==> src/rtl/tlc_monitor_if.sv <==
// Signal bundle between a traffic-light controller and its safety monitor.
// The controller side (master) drives the lamp codes and the operator
// acknowledge; the monitor side (slave) returns the latched fault status.
interface tlc_monitor_if;
    logic [1:0] highwaySignal;  // 11 green, 10 yellow, 01 red, 00 invalid
    logic [1:0] farmSignal;     // same encoding
    logic       clearFault;     // operator fault acknowledge, level-sampled
    logic       fault;          // 1 while a fault is latched
    logic [2:0] faultCode;      // first fault cause, 0 when no fault
    logic       flashRed;       // lamp-driver override, equal to fault
    logic       monState;       // 0 RUN, 1 FAULT

    modport master (
        output highwaySignal, farmSignal, clearFault,
        input  fault, faultCode, flashRed, monState
    );

    modport slave (
        input  highwaySignal, farmSignal, clearFault,
        output fault, faultCode, flashRed, monState
    );
endinterface

==> src/rtl/tlc_monitor.sv <==
// Traffic-light safety monitor. Watches the highway/farm lamp codes,
// measures how long each lamp pair is held, and latches the first fault
// seen (conflict, invalid code, illegal step, short yellow, short all-red
// clearance) until the operator acknowledges it with both roads red.
// Optional feature: define TLC_MON_MAXGREEN_EN to add fault code 6,
// farm green held longer than FARM_GREEN_MAX cycles.
module tlc_monitor #(
    parameter int YELLOW_MIN     = 150000000,
    parameter int ALLRED_MIN     = 50000000,
    parameter int FARM_GREEN_MAX = 900000000
) (
    input  logic         Clk,
    input  logic         Rst,
    tlc_monitor_if.slave mon
);

    localparam logic [1:0] LAMP_GREEN   = 2'b11;
    localparam logic [1:0] LAMP_YELLOW  = 2'b10;
    localparam logic [1:0] LAMP_RED     = 2'b01;
    localparam logic [1:0] LAMP_INVALID = 2'b00;

    localparam logic [0:0] ST_RUN   = 1'b0;
    localparam logic [0:0] ST_FAULT = 1'b1;

    localparam logic [30:0] DWELL_MAX    = {31{1'b1}};
    localparam logic [30:0] YELLOW_MIN_W = 31'(YELLOW_MIN);
    localparam logic [30:0] ALLRED_MIN_W = 31'(ALLRED_MIN);

    // Thresholds must fit the 31-bit dwell counter.
    if (YELLOW_MIN < 1 || ALLRED_MIN < 1 ||
        FARM_GREEN_MAX < 1 || FARM_GREEN_MAX > 2147483646) begin : g_param_check
        $error("tlc_monitor: timing parameter out of range");
    end

    // A lamp stepping backwards through its cycle.
    function automatic logic bad_step(input logic [1:0] from, input logic [1:0] to);
        return (from == LAMP_GREEN  && to == LAMP_RED)    ||
               (from == LAMP_RED    && to == LAMP_YELLOW) ||
               (from == LAMP_YELLOW && to == LAMP_GREEN);
    endfunction

    function automatic logic is_lit(input logic [1:0] lamp);
        return lamp == LAMP_GREEN || lamp == LAMP_YELLOW;
    endfunction

    logic [1:0]  r_prev_hwy;
    logic [1:0]  r_prev_farm;
    logic [30:0] r_dwell;
    logic [0:0]  r_state;
    logic [2:0]  r_code;

    logic [1:0]  w_hwy;
    logic [1:0]  w_farm;
    logic        w_change;
    logic        w_conflict;
    logic        w_invalid;
    logic        w_sequence;
    logic        w_short_yellow;
    logic        w_short_clear;
    logic        w_overrun;
    logic [2:0]  w_code;
    logic        w_clear_ok;

    assign w_hwy  = mon.highwaySignal;
    assign w_farm = mon.farmSignal;

    // Per-cycle rule checks; r_dwell on a change cycle is how long prev was held.
    assign w_change       = {w_hwy, w_farm} != {r_prev_hwy, r_prev_farm};
    assign w_conflict     = is_lit(w_hwy) && is_lit(w_farm);
    assign w_invalid      = (w_hwy == LAMP_INVALID) || (w_farm == LAMP_INVALID);
    assign w_sequence     = w_change &&
                            (bad_step(r_prev_hwy, w_hwy) || bad_step(r_prev_farm, w_farm));
    assign w_short_yellow = w_change && (r_dwell < YELLOW_MIN_W) &&
                            ((r_prev_hwy  == LAMP_YELLOW && w_hwy  != LAMP_YELLOW) ||
                             (r_prev_farm == LAMP_YELLOW && w_farm != LAMP_YELLOW));
    assign w_short_clear  = w_change && (r_dwell < ALLRED_MIN_W) &&
                            r_prev_hwy == LAMP_RED && r_prev_farm == LAMP_RED &&
                            (w_hwy == LAMP_GREEN || w_farm == LAMP_GREEN);

`ifdef TLC_MON_MAXGREEN_EN
    localparam logic [30:0] FARM_GREEN_LIMIT = 31'(FARM_GREEN_MAX + 1);

    logic [30:0] r_farm_green;
    logic [30:0] w_farm_green_now;

    // Consecutive farm-green samples, including the current one.
    always_comb begin
        // NOTE: default first so no path leaves the signal unassigned (no latch).
        w_farm_green_now = '0;
        if (w_farm == LAMP_GREEN) begin
            w_farm_green_now = (r_farm_green == DWELL_MAX) ? DWELL_MAX
                                                           : r_farm_green + 31'd1;
        end
    end

    assign w_overrun = (w_farm_green_now == FARM_GREEN_LIMIT);

    // Farm green run length carried to the next cycle.
    always_ff @(posedge Clk) begin
        if (Rst) r_farm_green <= '0;
        else     r_farm_green <= w_farm_green_now;
    end
`else
    assign w_overrun = 1'b0;
`endif

    // Lowest-numbered active cause wins.
    always_comb begin
        w_code = 3'd0;
        if      (w_conflict)     w_code = 3'd1;
        else if (w_invalid)      w_code = 3'd2;
        else if (w_sequence)     w_code = 3'd3;
        else if (w_short_yellow) w_code = 3'd4;
        else if (w_short_clear)  w_code = 3'd5;
        else if (w_overrun)      w_code = 3'd6;
    end

    // Acknowledge only counts with both roads red and nothing wrong this cycle.
    assign w_clear_ok = (r_state == ST_FAULT) && mon.clearFault &&
                        w_hwy == LAMP_RED && w_farm == LAMP_RED && (w_code == 3'd0);

    // Previous pair and its hold time; a clear restarts the all-red measurement.
    always_ff @(posedge Clk) begin
        // NOTE: reset is synchronous, so it lives inside the clocked branch, and
        // all state uses non-blocking assignments so every register sees old values.
        if (Rst) begin
            r_prev_hwy  <= LAMP_RED;
            r_prev_farm <= LAMP_RED;
            r_dwell     <= '0;
        end else begin
            r_prev_hwy  <= w_hwy;
            r_prev_farm <= w_farm;
            if (w_change || w_clear_ok) r_dwell <= 31'd1;
            else if (r_dwell != DWELL_MAX) r_dwell <= r_dwell + 31'd1;
        end
    end

    // RUN/FAULT state; the first cause is held until a valid clear.
    always_ff @(posedge Clk) begin
        if (Rst) begin
            r_state <= ST_RUN;
            r_code  <= 3'd0;
        end else begin
            case (r_state)
                ST_RUN: begin
                    if (w_code != 3'd0) begin
                        r_state <= ST_FAULT;
                        r_code  <= w_code;
                    end
                end
                default: begin
                    if (w_clear_ok) begin
                        r_state <= ST_RUN;
                        r_code  <= 3'd0;
                    end
                end
            endcase
        end
    end

    assign mon.fault     = r_state;
    assign mon.flashRed  = r_state;
    assign mon.monState  = r_state;
    assign mon.faultCode = r_code;

endmodule

==> src/flat_wrapper.sv <==
// flat-port wrapper written by rule: the top's interface ports become plain ports
module tlc_monitor_flat 
#(
    parameter int YELLOW_MIN     = 150000000,
    parameter int ALLRED_MIN     = 50000000,
    parameter int FARM_GREEN_MAX = 900000000
)
  (Clk, Rst, mon_highwaySignal, mon_farmSignal, mon_clearFault, mon_fault, mon_faultCode, mon_flashRed, mon_monState);
  tlc_monitor_if mon_i ();
  input  logic Clk;
  input  logic Rst;
  input wire logic [$bits(mon_i.highwaySignal)-1:0] mon_highwaySignal;
  input wire logic [$bits(mon_i.farmSignal)-1:0] mon_farmSignal;
  input wire logic [$bits(mon_i.clearFault)-1:0] mon_clearFault;
  output wire logic [$bits(mon_i.fault)-1:0] mon_fault;
  output wire logic [$bits(mon_i.faultCode)-1:0] mon_faultCode;
  output wire logic [$bits(mon_i.flashRed)-1:0] mon_flashRed;
  output wire logic [$bits(mon_i.monState)-1:0] mon_monState;
  assign mon_i.highwaySignal = mon_highwaySignal;
  assign mon_i.farmSignal = mon_farmSignal;
  assign mon_i.clearFault = mon_clearFault;
  assign mon_fault = mon_i.fault;
  assign mon_faultCode = mon_i.faultCode;
  assign mon_flashRed = mon_i.flashRed;
  assign mon_monState = mon_i.monState;
  tlc_monitor #(.YELLOW_MIN(YELLOW_MIN), .ALLRED_MIN(ALLRED_MIN), .FARM_GREEN_MAX(FARM_GREEN_MAX)) u_core (.Clk(Clk), .Rst(Rst), .mon(mon_i));
endmodule
==> config.mk <==
export PLATFORM = sky130hd
export DESIGN_NAME = tlc_monitor_flat
export DESIGN_NICKNAME = d
export VERILOG_FILES = /design/src/rtl/tlc_monitor_if.sv /design/src/rtl/tlc_monitor.sv /design/src/flat_wrapper.sv
export SDC_FILE = /design/constraint.sdc
export NUM_CORES = 1
export LEC_CHECK = 0
export ABC_CLOCK_PERIOD_IN_PS = 2700
export BUFFER_PORTS_ARGS = -buffer_cell sky130_fd_sc_hd__clkbuf_2
export CAP_MARGIN = 5
export CORE_AREA = 10 10 85 87
export DETAILED_ROUTE_END_ITERATION = 12
export DIE_AREA = 0 0 95 97
export SYNTH_ARGS = -nofsm -noshare
export SYNTH_HDL_FRONTEND = slang
export SYNTH_SLANG_ARGS = --single-unit
==> constraint.sdc <==
create_clock -name Clk -period 2.7 [get_ports Clk]
set_clock_uncertainty 0.2 [all_clocks]
set_input_delay 0.405 -clock Clk [delete_from_list [all_inputs] [get_ports Clk]]
set_output_delay 0.405 -clock Clk [all_outputs]
set_load 0.03 [all_outputs]
* After elaboration in Yosys (flattened, before gate mapping)
Cells that the tools add are included.
** Word-level totals
- Flip-flop bits (word level) :: 39
- Input port bits :: 7
- Word-level logic and storage cells :: 78
** Operators by class
- Add/sub/neg operators :: 1
- Order comparisons :: 2
- Eq/ne operators :: 17
- Multiplexer cells :: 13
- Reduce and logical (&&, ||, !) cells :: 39
** Operators by type and width (count)
- $add 31x1->31 const B :: 1
- $lt 31x26->1 const B :: 1
- $lt 31x28->1 const B :: 1
- $ne 31x31->1 const B :: 1
- $mux 3 :: 8
- $logic_and 1x1->1 :: 20
- $eq 2x2->1 const B :: 8
- $logic_or 1x1->1 :: 11
- $eq 2x1->1 const B :: 4
- $ne 2x2->1 const B :: 3
- $mux 1 :: 5
- $logic_not 2->1 :: 2
- $ne 4x4->1 :: 1
- $reduce_bool 2->1 :: 2
- $logic_not 3->1 :: 1
- $reduce_bool 3->1 :: 1
- $reduce_and 2->1 :: 1
- $reduce_or 2->1 :: 1

* Logic depth before layout (Yosys ltp)
Gate-level depths: netlist (run 1).
- Depth after elaboration :: 14
- Mapped depth :: 8
- Gate-level depth less buffers :: 7

* Least setup slack after synthesis (run 1)
OpenSTA, ideal clock, no wires.
- Path type :: input-to-reg
- Start point :: input mon_farmSignal[1]
- End point :: register u_core.r_dwell[10]
- Library setup time :: 117 ps
- Arrival time :: 1899 ps
- Required time :: 2383 ps
- Setup slack :: 484 ps
- Cell stages on the path :: 8
- Buffers on the path :: 2
- Path through :: buf_2 -> xor2_1 -> a311oi_1 -> and3_1 -> nand2b_1 -> o21ai_2 -> buf_2 -> nor2_1
** Between the ends
- Cells in the longest elaborated chain, start to end :: 14
- Elaborated cells between the ends (all ways) :: 35
- Those cells by class :: eq/ne: 5; mux: 5; reduce/logical: 25
** Ends and longest elaborated chain
- from (decl) :: line flat_wrapper.sv:13 : input wire logic [$bits(mon_i.farmSignal)-1:0] mon_farmSignal;
- $ne 4x4->1 :: line tlc_monitor.sv:68 : assign w_change = {w_hwy, w_farm} != {r_prev_hwy, r_prev_farm};
- $logic_and 1x1->1 (2 in series) :: line tlc_monitor.sv:76 : assign w_short_clear = w_change && (r_dwell < ALLRED_MIN_W) &&
- $logic_and 1x1->1 (2 in series) :: line tlc_monitor.sv:77 : r_prev_hwy == LAMP_RED && r_prev_farm == LAMP_RED &&
- $mux 3 :: line tlc_monitor.sv:114 : else if (w_short_clear) w_code = 3'd5;
- $mux 3 :: line tlc_monitor.sv:113 : else if (w_short_yellow) w_code = 3'd4;
- $mux 3 :: line tlc_monitor.sv:112 : else if (w_sequence) w_code = 3'd3;
- $mux 3 :: line tlc_monitor.sv:111 : else if (w_invalid) w_code = 3'd2;
- $mux 3 :: line tlc_monitor.sv:110 : if (w_conflict) w_code = 3'd1;
- $logic_not 3->1 :: line tlc_monitor.sv:120 : w_hwy == LAMP_RED && w_farm == LAMP_RED && (w_code == 3'd0);
- $logic_and 1x1->1 :: line tlc_monitor.sv:120
- $logic_or 1x1->1 * :: line tlc_monitor.sv:133 : if (w_change || w_clear_ok) r_dwell <= 31'd1;
- $reduce_or 2->1 (no source line) *
- to (signal assigned) :: line tlc_monitor.sv:134 : else if (r_dwell != DWELL_MAX) r_dwell <= r_dwell + 31'd1;
- to (decl) :: line tlc_monitor.sv:48 : logic [30:0] r_dwell;
Mark *: on every way between the ends. The rest lies on a longest branch, timed or not.
A chain may end at the register's enable or synchronous reset.

* Worst setup path after layout (run 1)
- Start point :: register u_core.r_dwell[9]
- End point :: register u_core.r_dwell[24]
** Between the ends
- Cells in the longest elaborated chain, start to end :: 14
- Elaborated cells between the ends (all ways) :: 19
- Those cells by class :: add/sub: 1; order compare: 2; eq/ne: 1; mux: 5; reduce/logical: 10
** Ends and longest elaborated chain (line)
- $lt 31x26->1 :: tlc_monitor.sv:76
- $logic_and 1x1->1 (2 in series) :: tlc_monitor.sv:76
- $logic_and 1x1->1 (2 in series) :: tlc_monitor.sv:77
- $mux 3 :: tlc_monitor.sv:114
- $mux 3 :: tlc_monitor.sv:113
- $mux 3 :: tlc_monitor.sv:112
- $mux 3 :: tlc_monitor.sv:111
- $mux 3 :: tlc_monitor.sv:110
- $logic_not 3->1 :: tlc_monitor.sv:120
- $logic_and 1x1->1 :: tlc_monitor.sv:120
- $logic_or 1x1->1 :: tlc_monitor.sv:133
- $reduce_or 2->1 (no source line)
Parallel ways exist; a longest one is shown, timed or not.

==> metrics.cfg, run 1 <==
[placed_design]
place_inst = 335
gp_congestion = 0.870
dpl.hpwl_um = 3380
io_buffer_count = 12

[timing]
setup_viol = 0
slew_headroom_pct = 42.2
rsz0062_at_grt = false
slew_violations = 0
hold_viol = 0
max_freq_mhz = 425
tightest_slew_ps = 856
fin_crit_sh_pct = 87.2
setup_tns_ps = 0
fin_crit_ps = 2350

[worst_setup_path]
cp.arrival_ps = 2360
reg2reg_setup_slack_ps = 350
cp-endpoint = u_core.r_dwell[24]$_SDFFE_PP0P_
critical_path.endpoint_type = flip-flop
crit_fanout = 30
timing.rr.start = u_core.r_dwell[9]$_SDFFE_PP0P_
cp.required_ps = 2700
start_kind = flip-flop
r2r_end = u_core.r_dwell[24]$_SDFFE_PP0P_
worst-setup-path-type = reg2reg
ff2ff_path_depth = 7
setup.worst_path.start = u_core.r_dwell[9]$_SDFFE_PP0P_

[cts]
clockRootBuffer = clkbuf_8
postCtsSetupBuffers = 0
clk_latency_ps = 290
cts-hold-fix-buffers = 0
cts.sinks = 39
clkTransAtPathRegs_ps = 80
numCtsBuffers = 5
cts_tree = built
h-tree-depth = 2
post_cts_resize_count = 0
clock_path_buffers = 2

[synth]
yosys_warnings = 0
synth_commonest_cells = 43 x nor2_1, 39 x dfxtp_1, 23 x xor2_1
syn_nets = 269
seq_area_frac_synth_pct = 35.8
synth-seq-cells = 39
synthCells = 261
async_flop_share_pct = 0
yosysUniqueCellTypes = 48
synth_enable_flop_cells = 0
synth_top_area_share_pct = 35.8
yosysMostFrequentCell = nor2_1
ys.flop_type = dfxtp_1
synth_area_leader_cell = dfxtp_1
syn_area_per_cell_um2 = 8.37
ys_top_cells_by_area = dfxtp_1 36%, xor2_1 9.2%, nor2_1 7.4%
synth.cell_area_mm2 = 0.00218

[die]
die_h_um = 97
initial_core_util_pct = 39.9
coreArea_mm2 = 0.00547
die_area_mm2 = 0.00922
ios = 13
die_width_um = 95
rows = 27

[route]
drt_iter0_drc = 111
antenna_left = 0
vias_per_cell = 5.36
via_count = 1838
post_drt_wl_per_cell_um = 13.4
drc = 0
drtPass1Iterations = 4
wirelength_um = 4610

[pwr]
comb_power_share_pct = 9.0
p_switching_uw = 276
power.leakage_uw = 0.000803
p_clk_share_pct = 38.5
peakVddDrop_uv = 159
power.density_mw_per_mm2 = 472
switching_share_pct = 24.3
internal_power_uw = 858
p_seq_share_pct = 52.5

[global_route]
grt_max_degree = 31
antenna_found_initial = 0
grt_pass1_wl_um = 7870
grt.total_usage_pct = 10.2
grt_overflow = 0
grt_pass1_vias = 1690

[run_status]
status = finished, final reports clean

[finish]
num_antenna_cells = 0
layout-drive-gt1-share_pct = 12.9
final_nets = 278
fillCellCount = 565
layout.cells.non_filler = 343
syn_to_final_growth_pct = 10.1

[worst_hold_path]
min_path_type = in2reg

[run]
maxCapViolCount = 0

layout make-up:
cell class / instances / area [um^2] / area share, %
inverter: 4 / 15.0 / 0.625
tap: 72 / 90.1 / 3.75
clock buffer: 8 / 100 / 4.16
timing repair buffer: 17 / 110 / 4.58
sequential: 39 / 781 / 32.5
multi-input combinational: 203 / 1310 / 54.4
placed cells by master, fill, tap and decap left out, types with 7 or more instances in the layout:
cell      count
a21oi_1      11
clkbuf_8      7
xor2_1       23
dfxtp_1      39
xnor2_1      10
clkbuf_2     12
nand2_1      17
nor2_1       43
nand3_1      13
nand4_1      19
cells by family (layout without fill, tap and decap cells):
| family | after synthesis | count (layout) | share of synthesized area, % |
|---|---|---|---|
| XOR/XNOR | 33 | 33 | 13.2 |
| buffers and inverters | 19 | 29 | 4.35 |
| AO/OA/AOI/OAI | 38 | 38 | 14.4 |
| adder cells (fa/ha/maj) | 1 | 1 | 0.573 |
| flip-flops | 39 | 39 | 35.8 |
| AND/OR/NAND/NOR | 131 | 131 | 31.7 |
power by group through the flow:
stage	registers, uW	clock network, uW	logic [uW]
finish	596	437	102
global route	598	483	111
floorplan	615	0	74.9
global placement	609	0	102
detailed placement	609	0	102
CTS	596	455	103
per-layer routing:
layer / track usage (%) / up-vias / wire length [um]
li1: - / 947 / -
met1: 13.8 / 867 / 2350
met2: 15.1 / 19 / 2030
met3: 2.70 / 5 / 180
met4: 3.43 / 0 / 48
met5: 0 / - / 0
worst max-delay path, cell delays in order (launching register included):
cell and delay, ps:
dfxtp_1 370, or3_1 410, o31ai_1 280, a21oi_1 170
o32ai_4 350, o21ai_2 130, buf_12 170, a311oi_2 180
how the worst min path moves through the flow:
stage / slack, ps / start / endpoint / cells past startpoint
after floorplan: 260 / u_core.r_dwell[1]$_SDFFE_PP0P_ / u_core.r_dwell[1]$_SDFFE_PP0P_ / 2
after CTS: 220 / Rst / u_core.r_prev_hwy[1]$_SDFF_PP0_ / 2
after global placement: 280 / u_core.r_dwell[1]$_SDFFE_PP0P_ / u_core.r_dwell[1]$_SDFFE_PP0P_ / 2
final: 220 / Rst / u_core.r_prev_hwy[1]$_SDFF_PP0_ / 2
after global routing: 240 / Rst / u_core.r_prev_hwy[1]$_SDFF_PP0_ / 2
after detailed placement: 280 / u_core.r_dwell[1]$_SDFFE_PP0P_ / u_core.r_dwell[1]$_SDFFE_PP0P_ / 2
flip-flops by register name, summed over array words and instances (netlist names):
register	flops
u_core.mon.fault	1
u_core.r_prev_hwy	2
u_core.r_dwell	31
u_core.mon.faultCode	3
u_core.r_prev_farm	2
through the flow:
step | area [um^2] | power (uW) | setup WS, ps | util, % | hold WS [ps]
3_5_place_dp | 2300 | 712 | 339 | 42.1 | 284
2_1_floorplan | 2180 | 689 | 484 | - | 263
4_1_cts | 2400 | 1150 | 323 | 43.9 | 216
3_3_place_gp | 2300 | 711 | 369 | 42.1 | 278
6_report | 2400 | 1130 | 345 | 43.9 | 225
5_1_grt | 2400 | 1190 | 168 | 43.9 | 238
Note: power is estimated with default switching activity, not from simulation.
==> inputs of run 2 (changes only) <==
--- a/config.mk
+++ b/config.mk
@@ -11,6 +11,7 @@
 export CORE_AREA = 10 10 85 87
 export DETAILED_ROUTE_END_ITERATION = 12
 export DIE_AREA = 0 0 95 97
+export PLACE_DENSITY_LB_ADDON = 0.2
 export SYNTH_ARGS = -nofsm -noshare
 export SYNTH_HDL_FRONTEND = slang
 export SYNTH_SLANG_ARGS = --single-unit
==> run 2 against run 1 <==
  * Clock-buffer cell count shrank 1
  * Utilization shrank 0.34 points
  * Clock power shrank 13%
  * Final cell count is the same
  * Non-clock buffer count is the same
  * Flip-flop and latch count is the same
  * Maximum frequency shrank 0.70%
  * Power shrank 4.8%
  * Sequential share of layout area grew 0.26 points
  * First-iteration DRC count grew 14%
  * Critical path type unchanged
==> metrics.cfg, run 2 (synthesis gave the netlist of run 1 again) <==
[cts]
numCtsBuffers = 5  ; unchanged
cts.sinks = 39  ; unchanged
clk_latency_ps = 290  ; about the same
clock_path_buffers = 2  ; unchanged
postCtsSetupBuffers = 0  ; unchanged
clockRootBuffer = clkbuf_8
clkTransAtPathRegs_ps = 70  ; about the same
cts-hold-fix-buffers = 0  ; unchanged
h-tree-depth = 2  ; unchanged
post_cts_resize_count = 0  ; unchanged
cts_tree = built

[global_route]
antenna_found_initial = 0  ; unchanged
grt.total_usage_pct = 10.4  ; +0.21 points
grt_overflow = 0  ; unchanged
grt_max_degree = 31  ; unchanged
grt_pass1_vias = 1711  ; +1.2%
grt_pass1_wl_um = 7970  ; +1.2%

[run]
maxCapViolCount = 0  ; unchanged

[route]
wirelength_um = 4660  ; +0.93%
post_drt_wl_per_cell_um = 13.6  ; +0.93%
drtPass1Iterations = 4  ; unchanged
drc = 0  ; unchanged
antenna_left = 0  ; unchanged
drt_iter0_drc = 127  ; +14%
vias_per_cell = 5.34  ; -0.38%
via_count = 1831  ; -0.38%

[die]
die_width_um = 95  ; unchanged
ios = 13  ; unchanged
die_area_mm2 = 0.00922  ; unchanged
rows = 27  ; unchanged
coreArea_mm2 = 0.00547  ; unchanged
die_h_um = 97  ; unchanged
initial_core_util_pct = 39.9  ; unchanged

[worst_setup_path]
start_kind = flip-flop
critical_path.endpoint_type = flip-flop
worst-setup-path-type = reg2reg
crit_fanout = 7  ; -77%
cp.required_ps = 2690  ; about the same
cp.arrival_ps = 2360  ; about the same

[finish]
post-route-cell-area_mm2 = 0.00238  ; -0.78%
top_register = u_core.r_dwell
num_antenna_cells = 0  ; unchanged
syn_to_final_growth_pct = 9.23
final_nets = 278  ; unchanged
final_common_cell = nor2_1
largest_reg_flops = 31  ; unchanged
layout-drive-gt1-share_pct = 12.5  ; -0.37 points
layout_common_cells = 43 x nor2_1, 39 x dfxtp_1, 23 x xor2_1

[timing]
hold_viol = 0  ; unchanged
fin_crit_sh_pct = 87.8  ; +0.61 points
rsz0062_at_grt = false
slew_violations = 0  ; unchanged
slew_headroom_pct = 34.0  ; -8.2 points
max_freq_mhz = 422  ; -0.70%
setup_viol = 0  ; unchanged
tightest_slew_ps = 977  ; +121 ps
setup_tns_ps = 0  ; unchanged
fin_crit_ps = 2370  ; +16.6 ps

[worst_hold_path]
min_path_type = in2reg

[run_status]
status = finished, final reports clean

[pwr]
power.density_mw_per_mm2 = 453  ; -4.1%
peakVddDrop_uv = 155  ; -2.8%
power.leakage_uw = 0.000794  ; -1.2%

[placed_design]
io_buffer_count = 12  ; unchanged
dpl.hpwl_um = 3360  ; -0.70%
placed_area_mm2 = 0.00230  ; unchanged
gp_congestion = 0.853  ; -2.0%

[run 2: changes by cell type in the layout (fill, tap and decap cells not counted)]
| cell | before | now |
|---|---|---|
| clkbuf_8 | 7 | 5 |
| clkinv_2 | 0 | 1 |
| clkbuf_1 | 1 | 2 |
[run 2: through the flow]
step	total power, uW	instances	utilization, %	setup slack (ps)	hold WS [ps]
3_3_place_gp	712	335	42.1	378	279
2_1_floorplan	689	261	-	484	263
6_report	1080	343	43.6	329	225
5_1_grt	1130	343	43.6	73.7	232
3_5_place_dp	712	335	42.1	326	275
4_1_cts	1090	343	43.6	306	217
[run 2: final cells by class]
type,instances,area (um^2)
Sequential cell,39,781
Tap cell,72,90.1
Multi-Input combinational cell,203,1310
Inverter,4,15.0
Clock buffer,7,76.3
Clock inverter,1,5.00
Fill cell,575,3090
Timing Repair Buffer,17,110
[run 2: report_power, final]
part	switching [uW]	leakage (uW)	total, uW	internal [uW]
sequential	12.1	0.000316	596	584
clock	201	0.0000422	382	181
combinational	60.7	0.000435	102	41.0
total	273	0.000794	1080	806
[run 2: worst paths after layout]
kind                                        start                                   end  slack, ps  cells past startpoint
max               u_core.r_dwell[27]$_SDFFE_PP0P_       u_core.r_dwell[28]$_SDFFE_PP0P_        330                      6
max reg2reg       u_core.r_dwell[27]$_SDFFE_PP0P_       u_core.r_dwell[28]$_SDFFE_PP0P_        330                      6
min reg2reg  u_core.mon.faultCode[0]$_SDFFE_PP0P_  u_core.mon.faultCode[0]$_SDFFE_PP0P_        290                      2
min                                           Rst  u_core.mon.faultCode[2]$_SDFFE_PP0P_        230                      2
[run 2: critical path: stages (launching register included)]
cell     delay (ps)
dfxtp_1         460
and4_1          270
nand2_1         100
o41ai_1         860
nor2b_1         140
xnor2_1         190
nor2_1           50
[run 2: per-layer routing]
metal / GRT usage [%] / up-vias / routed length, um
met5: 0 / - / 0
met3: 2.70 / 5 / 184
li1: - / 953 / -
met2: 15.1 / 27 / 2000
met4: 4.23 / 0 / 62
met1: 14.0 / 846 / 2410
